**config.mk**
```make
export PLATFORM = sky130hd
export DESIGN_NAME = register_file
export DESIGN_NICKNAME = d
export VERILOG_FILES = /design/src/rtl/register_file.sv
export SDC_FILE = /design/constraint.sdc
export NUM_CORES = 1
export LEC_CHECK = 0
export BUFFER_PORTS_ARGS = -buffer_cell sky130_fd_sc_hd__buf_2
export CAP_MARGIN = 10
export CELL_PAD_IN_SITES_DETAIL_PLACEMENT = 0
export CELL_PAD_IN_SITES_GLOBAL_PLACEMENT = 1
export CORE_MARGIN = 4
export CORE_UTILIZATION = 54
export DETAILED_ROUTE_END_ITERATION = 8
export PLACE_DENSITY = 0.8
export SLEW_MARGIN = 40
export SYNTH_ARGS = -nofsm -noshare
export SYNTH_HDL_FRONTEND = slang
export SYNTH_SLANG_ARGS = --single-unit
```
**constraint.sdc**
```tcl
create_clock -name clk -period 3.08 [get_ports clk]
set_input_delay 0.308 -clock clk [delete_from_list [all_inputs] [get_ports clk]]
set_output_delay 0.308 -clock clk [all_outputs]
set_load 0.05 [all_outputs]
```
**src/rtl/register_file.sv**
```systemverilog
// 32 x 19-bit general-purpose register file: two combinational read ports with
// write-to-read bypass, one synchronous write port, register 0 reads as zero.
module register_file #(
   parameter int DATA_WIDTH = 19,
   parameter int ADDR_WIDTH = 5,
   parameter int NUM_REGS   = 32
) (
   input  logic                  clk,
   input  logic                  reset,
   input  logic [ADDR_WIDTH-1:0] a1,
   input  logic [ADDR_WIDTH-1:0] a2,
   input  logic [ADDR_WIDTH-1:0] a3,
   input  logic                  we3,
   input  logic [DATA_WIDTH-1:0] wd3,
   output logic [DATA_WIDTH-1:0] rd1,
   output logic [DATA_WIDTH-1:0] rd2
);

   logic [DATA_WIDTH-1:0] regs_r [NUM_REGS];
   logic                  wr_active_s;
   logic                  byp1_s;
   logic                  byp2_s;

   // A write is live only when enabled, aimed at a real register and not overridden by reset.
   assign wr_active_s = we3 && (a3 != {ADDR_WIDTH{1'b0}}) && !reset;
   assign byp1_s      = wr_active_s && (a1 == a3);
   assign byp2_s      = wr_active_s && (a2 == a3);

   // Storage update; per-register compare keeps an unknown a3 from touching any entry.
   always_ff @(posedge clk) begin
      if (reset) begin
         for (int i = 0; i < NUM_REGS; i++) begin
            regs_r[i] <= {DATA_WIDTH{1'b0}};
         end
      end else begin
         for (int i = 1; i < NUM_REGS; i++) begin
            if (we3 && (a3 == ADDR_WIDTH'(i))) begin
               regs_r[i] <= wd3;
            end
         end
      end
   end

   // Read port 1: zero register, then bypass, then storage.
   always_comb begin
      rd1 = {DATA_WIDTH{1'b0}};
      if (a1 == {ADDR_WIDTH{1'b0}}) begin
         rd1 = {DATA_WIDTH{1'b0}};
      end else if (byp1_s) begin
         rd1 = wd3;
      end else begin
         rd1 = regs_r[a1];
      end
   end

   // Read port 2: same resolution as port 1, independently.
   always_comb begin
      rd2 = {DATA_WIDTH{1'b0}};
      if (a2 == {ADDR_WIDTH{1'b0}}) begin
         rd2 = {DATA_WIDTH{1'b0}};
      end else if (byp2_s) begin
         rd2 = wd3;
      end else begin
         rd2 = regs_r[a2];
      end
   end

endmodule

```
==> impl_metrics.tcl, run 1 <==
set metrics [dict create \
    status "finished clean" \
    routabilityCongestion 0.9470 \
    hpwl_mm 60.63 \
    setup_viol 0 \
    vias 19280 \
    clock_sinks 589 \
    fp.dieW_microns 242.7 \
    min_to "regs_r[16][12]" \
    drc 0 \
    instances_no_fill 2786 \
    path_clk_slew_ns 0.06 \
    post-place-cells 2674 \
    arrival_ns 2.71 \
    finalPower_mw 19.87 \
    dieArea_sq_mm 0.05891 \
    h-tree-depth 2 \
    vias_per_cell 6.920 \
    cts_buffers 60 \
    grt_start_max_net_pins 51 \
    syn_area_per_cell_sq_um 15.52 \
    syn_inst 1917 \
    root_buffer "clkbuf_16" \
    grt_pass1_wl_mm 131.6 \
    irDropWorstVdd_mv 0.5083 \
    worst_setup_path_end_kind "primary output" \
    crit_path_max_fanout 2 \
    cts_tree "yes" \
    ys.flop_type "edfxtp_1" \
    core-area_sq_mm 0.05413 \
    synth_cell_types 52 \
    post_cts_buffers 0 \
    fin_crit_ns 3.021 \
    netlist_area_sq_mm 0.02975 \
    synth_nets 1954 \
    wirelength_mm 89.31 \
    cts_buffer_depth 3 \
    cp.required_ns 2.77 \
    antenna_found_initial 2 \
    worst_slew_pin_slew_ns 0.7682 \
    final_antenna_net_count 0 \
    hp-start "wd3[12]" \
    io_pins 75 \
    max-slew-margin-rel 0.4878 \
    layout-drive-gt1-share 0.3118 \
    rows 85 \
    die_h_microns 242.7 \
    fin_nets 2077 \
    maxCapViolations 0 \
    syn_to_final_growth_pct 13.09 \
    io_buffers 74 \
    synth_edf_count 589 \
    ys_warn_count 0 \
    avgRoutedWirePerCell_microns 32.06 \
    cp-start-kind "register" \
    clock.fmax_mhz 331.1 \
    drt_iter0_drc 2571 \
    ys_async_sr_fraction 0 \
    min_period_over_period 0.9807 \
    path_class "register to primary output" \
    reg_top3 "regs_r (589)" \
    start_util 0.5496 \
    hold_class "primary input to register" \
    grt_util_all_layers 0.3035 \
    drtPass1Iterations 6 \
    power-per-cell-area_mw_per_mm2 590.5 \
    whs_path_depth 3 \
    slew_viol_final 0 \
    yosysSeqAreaShare 0.5945 \
    hold_ws_ns 0.2201 \
    power.leakage_nw 11.56 \
    ys_seq_elements 589 \
    grt_overflow 0 \
    grt_pass1_vias 19482 \
    final_hold_viol_count 0 \
    regMostFlops "regs_r" \
    rsz0062_at_grt "yes" \
    largest_reg_flops 589 \
]
==> per-layer routing <==
| layer | up-vias | share of wire | GRT usage |
|---|---|---|---|
| li1 | 7880 | - | - |
| met1 | 9976 | 0.37 | 0.4141 |
| met2 | 1200 | 0.48 | 0.4852 |
| met3 | 224 | 0.10 | 0.05397 |
| met4 | 0 | 0.052 | 0.1360 |
| met5 | - | 0 | 0 |
==> logic make-up (layout without fill, tap and decap cells) <==
logic type,after synthesis,in the layout,share of synthesized area
flops,589,589,0.5945
simple gates,542,542,0.07734
mux,374,374,0.2390
buf+inv,203,374,0.03373
compound gates,199,199,0.05244
xor+xnor,10,10,0.002944
other cells,0,2,0
==> cells in the mapped netlist (24+ instances only) <==
library cell	instances	share of area
nand2_1	74	0.0093
o21ai_0	59	0.0099
a22o_1	32	0.0094
mux2_2	35	0.013
clkbuf_1	91	0.011
nor2_1	340	0.043
a221o_1	24	0.0081
mux4_2	264	0.20
edfxtp_1	589	0.59
buf_2	53	0.0089
nor2b_1	28	0.0059
a221oi_1	32	0.0094
mux2i_1	70	0.024
nand3_1	42	0.0071
==> area by class of cell <==
class	count	area [sq um]
fill	3954	20490
sequential	589	17690
multi-input combinational	1125	11150
timing repair buffer	241	1916
clock buffer	76	1604
tap	696	870.8
clock inverter	34	325.3
inverter	23	86.33
antenna	2	5.005
==> layout by cell type (no fill, tap or decap), types with 8 or more instances in the layout <==
master     netlist  layout
o21ai_2          0      12
buf_12           2      19
buf_2           53      64
a221o_1         24      24
a221oi_1        32      30
edfxtp_1       589     589
xor2_1           8       8
buf_4           14     151
nor2b_1         28      26
mux4_2         264     264
inv_1           22      22
nor2_1         340     340
mux2_2          35      35
mux2i_1         70      70
a22oi_1         22      22
clkbuf_1        91      14
a221oi_2         7       9
a22o_1          32      32
o21ai_0         59      47
nand2_1         74      74
nand3_1         42      42
clkinv_1         0      16
nor3_1          22      22
clkbuf_16        0      62
nor3b_1         15      15
==> worst max-delay path: stages (launching register included) <==
cell	delay [ns]
edfxtp_1	0.39
mux4_2	0.49
a22o_1	0.32
a221oi_1	0.24
nor3b_1	0.09
a221o_1	0.35
buf_4	0.22
==> worst max-delay path by stage <==
stage / from / to / slack [ns]
after CTS: regs_r[31][13] / rd2[13] / 0.01
after detailed placement: a2[1] / rd2[1] / 0.11
after global placement: a2[1] / rd2[1] / 0.16
final: regs_r[31][0] / rd2[0] / 0.06
after floorplan: a3[3] / regs_r[24][0] / 0.34
after global routing: regs_r[31][15] / rd2[15] / -0.005
==> timing repair <==
action                                  in CTS  in global routing
endpoints found under the setup margin       1                  4
endpoints found under the hold margin        0                  0
gates resized for setup                      2                  8
hold buffers                                 0                  0
==> power by group <==
group,switching (mW),internal [mW]
registers,0.277,9.42
clock network,3.07,4.16
logic,1.75,1.20
total,5.09,14.8
==> per-stage QoR <==
| stage | setup WS, ns | cell area (sq um) | utilization | setup TNS, ns |
|---|---|---|---|---|
| 4_1_cts | 0.01050 | 33620 | 0.6210 | 0 |
| 3_3_place_gp | 0.1606 | 31680 | 0.5851 | 0 |
| 6_report | 0.05934 | 33640 | 0.6215 | 0 |
| 2_1_floorplan | 0.3448 | 29750 | - | 0 |
| 5_1_grt | -0.004669 | 33640 | 0.6215 | -0.004669 |
| 3_5_place_dp | 0.1082 | 31680 | 0.5852 | 0 |
No activity file was read; power rests on OpenSTA's default activity.
==> run 2, diff against run 1 <==
CORE_MARGIN = not set   (was 4)
RECOVER_POWER = 25   (was not set)
==> run 2 against run 1 <==
Combinational power is essentially flat. Critical path type unchanged. Sequential share of layout area grew 0.12 points. Critical endpoint unchanged. Die area shrank 4.9%. Sequential power is essentially flat. Power shrank 0.20%. The run now ends with capacitance limit, slew limit left. Clock power shrank 1%. Clock-buffer cell count shrank 5. Critical path depth is the same. Fmax shrank 0.36%.
==> impl_metrics.tcl, run 2 (same netlist as run 1, synthesis figures left out) <==
set metrics [dict create \
    reg_top3 "regs_r (589)" \
    io_buffers 74 \
    drtPass1Iterations 6 \
    grt_util_all_layers 0.3206 \
    path_class "register to primary output" \
    whs_path_depth 3 \
    cp.required_ns 2.77 \
    largest_reg_flops 589 \
    fin_nets 2072 \
    layout-drive-gt1-share 0.3040 \
    cts_buffers 61 \
    top_layer_used "met4" \
    drt_iter0_drc 2401 \
    design_area_sq_mm 0.03357 \
    irDropWorstVdd_mv 0.5515 \
    clock.fmax_mhz 329.9 \
    dieArea_sq_mm 0.05604 \
    worst_setup_path_end_kind "primary output" \
    syn_to_final_growth_pct 12.84 \
    wl_met1_mm 32.58 \
    clock_sinks 589 \
    fin_crit_ns 3.032 \
    path_clk_slew_ns 0.06 \
    power-per-cell-area_mw_per_mm2 590.6 \
    crit_path_max_fanout 2 \
    pre_cts_ws_ns 0.1871 \
    arrival_ns 2.72 \
    grt_start_max_net_pins 66 \
    post_cts_buffers 0 \
    final_hold_viol_count 0 \
    hold_class "primary input to register" \
    avgRoutedWirePerCell_microns 31.81 \
    finalPower_mw 19.83 \
    fill_cells 3929 \
    grt_pass1_wl_mm 128.4 \
    core-area_sq_mm 0.05413 \
    hpwl_mm 59.50 \
    slew_viol_final 100 \
    fp.dieW_microns 236.7 \
    min_period_over_period 0.9843 \
    min_to "regs_r[17][7]" \
    io_pins 75 \
    wirelength_mm 88.43 \
    final_antenna_net_count 0 \
    hold_ws_ns 0.1611 \
    worst_slew_pin_slew_ns 1.692 \
    post-place-cells 2668 \
    antenna_found_initial 1 \
    layout_common_cells "589 x edfxtp_1, 339 x nor2_1, 264 x mux4_2" \
    start_util 0.5496 \
    violations "capacitance limit, slew limit" \
    rows 85 \
    grt_pass1_vias 19229 \
    setup_viol 0 \
    power.leakage_nw 11.49 \
    routed-wl-met3_mm 8.872 \
    cts_tree "yes" \
    root_buffer "clkbuf_16" \
    slowest_stage "mux4_2" \
    cts_buffer_depth 3 \
    grt_overflow 0 \
    die_h_microns 236.7 \
    placed_area_sq_mm 0.03168 \
    worst_slack_ns 0.04836 \
    h-tree-depth 2 \
    cp_cell_sequence "mux4_2 -> a22o_1 -> a221oi_2 -> nor3b_1 -> a221o_1 -> clkbuf_4" \
    instances_no_fill 2780 \
    max-slew-margin-rel -0.1277 \
    cp-start-kind "register" \
    cpPeakStageDelay_ns 0.48 \
    regMostFlops "regs_r" \
    routabilityCongestion 0.9768 \
    drc 0 \
    vias 19225 \
    vias_per_cell 6.915 \
    dr_wl_met2_mm 43.00 \
    maxCapViolations 5 \
    hp-start "wd3[7]" \
    status "finished, violations left" \
    layout_commonest_cell "edfxtp_1" \
    finalSetupTns_ns 0 \
    fin_util 0.6202 \
]
-- run 2: cell count changes in the layout (fill, tap and decap cells not counted), sizes merged --
cell,change
buf,-32
bufinv,-1
clkbuf,+21
clkinv,+4
clkinvlp,+1
inv,+1
-- run 2: repair_timing --
action / CTS / global route
endpoints found under the setup margin: 0 / 8
hold buffers: 0 / 0
gates resized for setup: 0 / 16
-- run 2: routing by layer --
metal | track usage | vias up
li1 | - | 7865
met1 | 0.4325 | 9909
met2 | 0.5162 | 1255
met3 | 0.05642 | 196
met4 | 0.1403 | 0
met5 | 0 | -
-- run 2: worst max path at each step --
stage | end | cells after the start | from
finish | rd2[0] | 6 | regs_r[31][0]
global route | rd2[13] | 6 | regs_r[31][13]
CTS | rd2[18] | 7 | regs_r[25][18]
detailed placement | rd2[10] | 7 | a2[0]
global placement | rd2[10] | 7 | a2[0]
floorplan | regs_r[24][0] | 4 | a3[3]
-- run 2: cell type report --
| cell class | instances | area [sq um] | area share |
|---|---|---|---|
| sequential | 589 | 17690 | 0.5269 |
| multi-input combinational | 1125 | 11170 | 0.3329 |
| clock inverter | 39 | 322.8 | 0.009616 |
| clock buffer | 71 | 1607 | 0.04786 |
| tap | 696 | 870.8 | 0.02594 |
| inverter | 23 | 86.33 | 0.002572 |
| antenna | 2 | 5.005 | 0.0001491 |
| timing repair buffer | 235 | 1818 | 0.05415 |
-- run 2: worst max-delay path, delay by kind of cell, from the launching register on --
kind / cells / cell delay, ns
AOI/OAI and AO/OA: 3 / 0.88
muxes: 1 / 0.48
DFF: 1 / 0.40
buffers and inverters: 1 / 0.24
and+or+nand+nor: 1 / 0.08
-- run 2: power breakdown --
part | total, mW | leakage, nW | switching [mW] | internal, mW
logic | 2.98 | 4.90 | 1.77 | 1.20
clock network | 7.16 | 0.939 | 3.05 | 4.12
registers | 9.69 | 5.65 | 0.268 | 9.42
total | 19.8 | 11.5 | 5.09 | 14.7
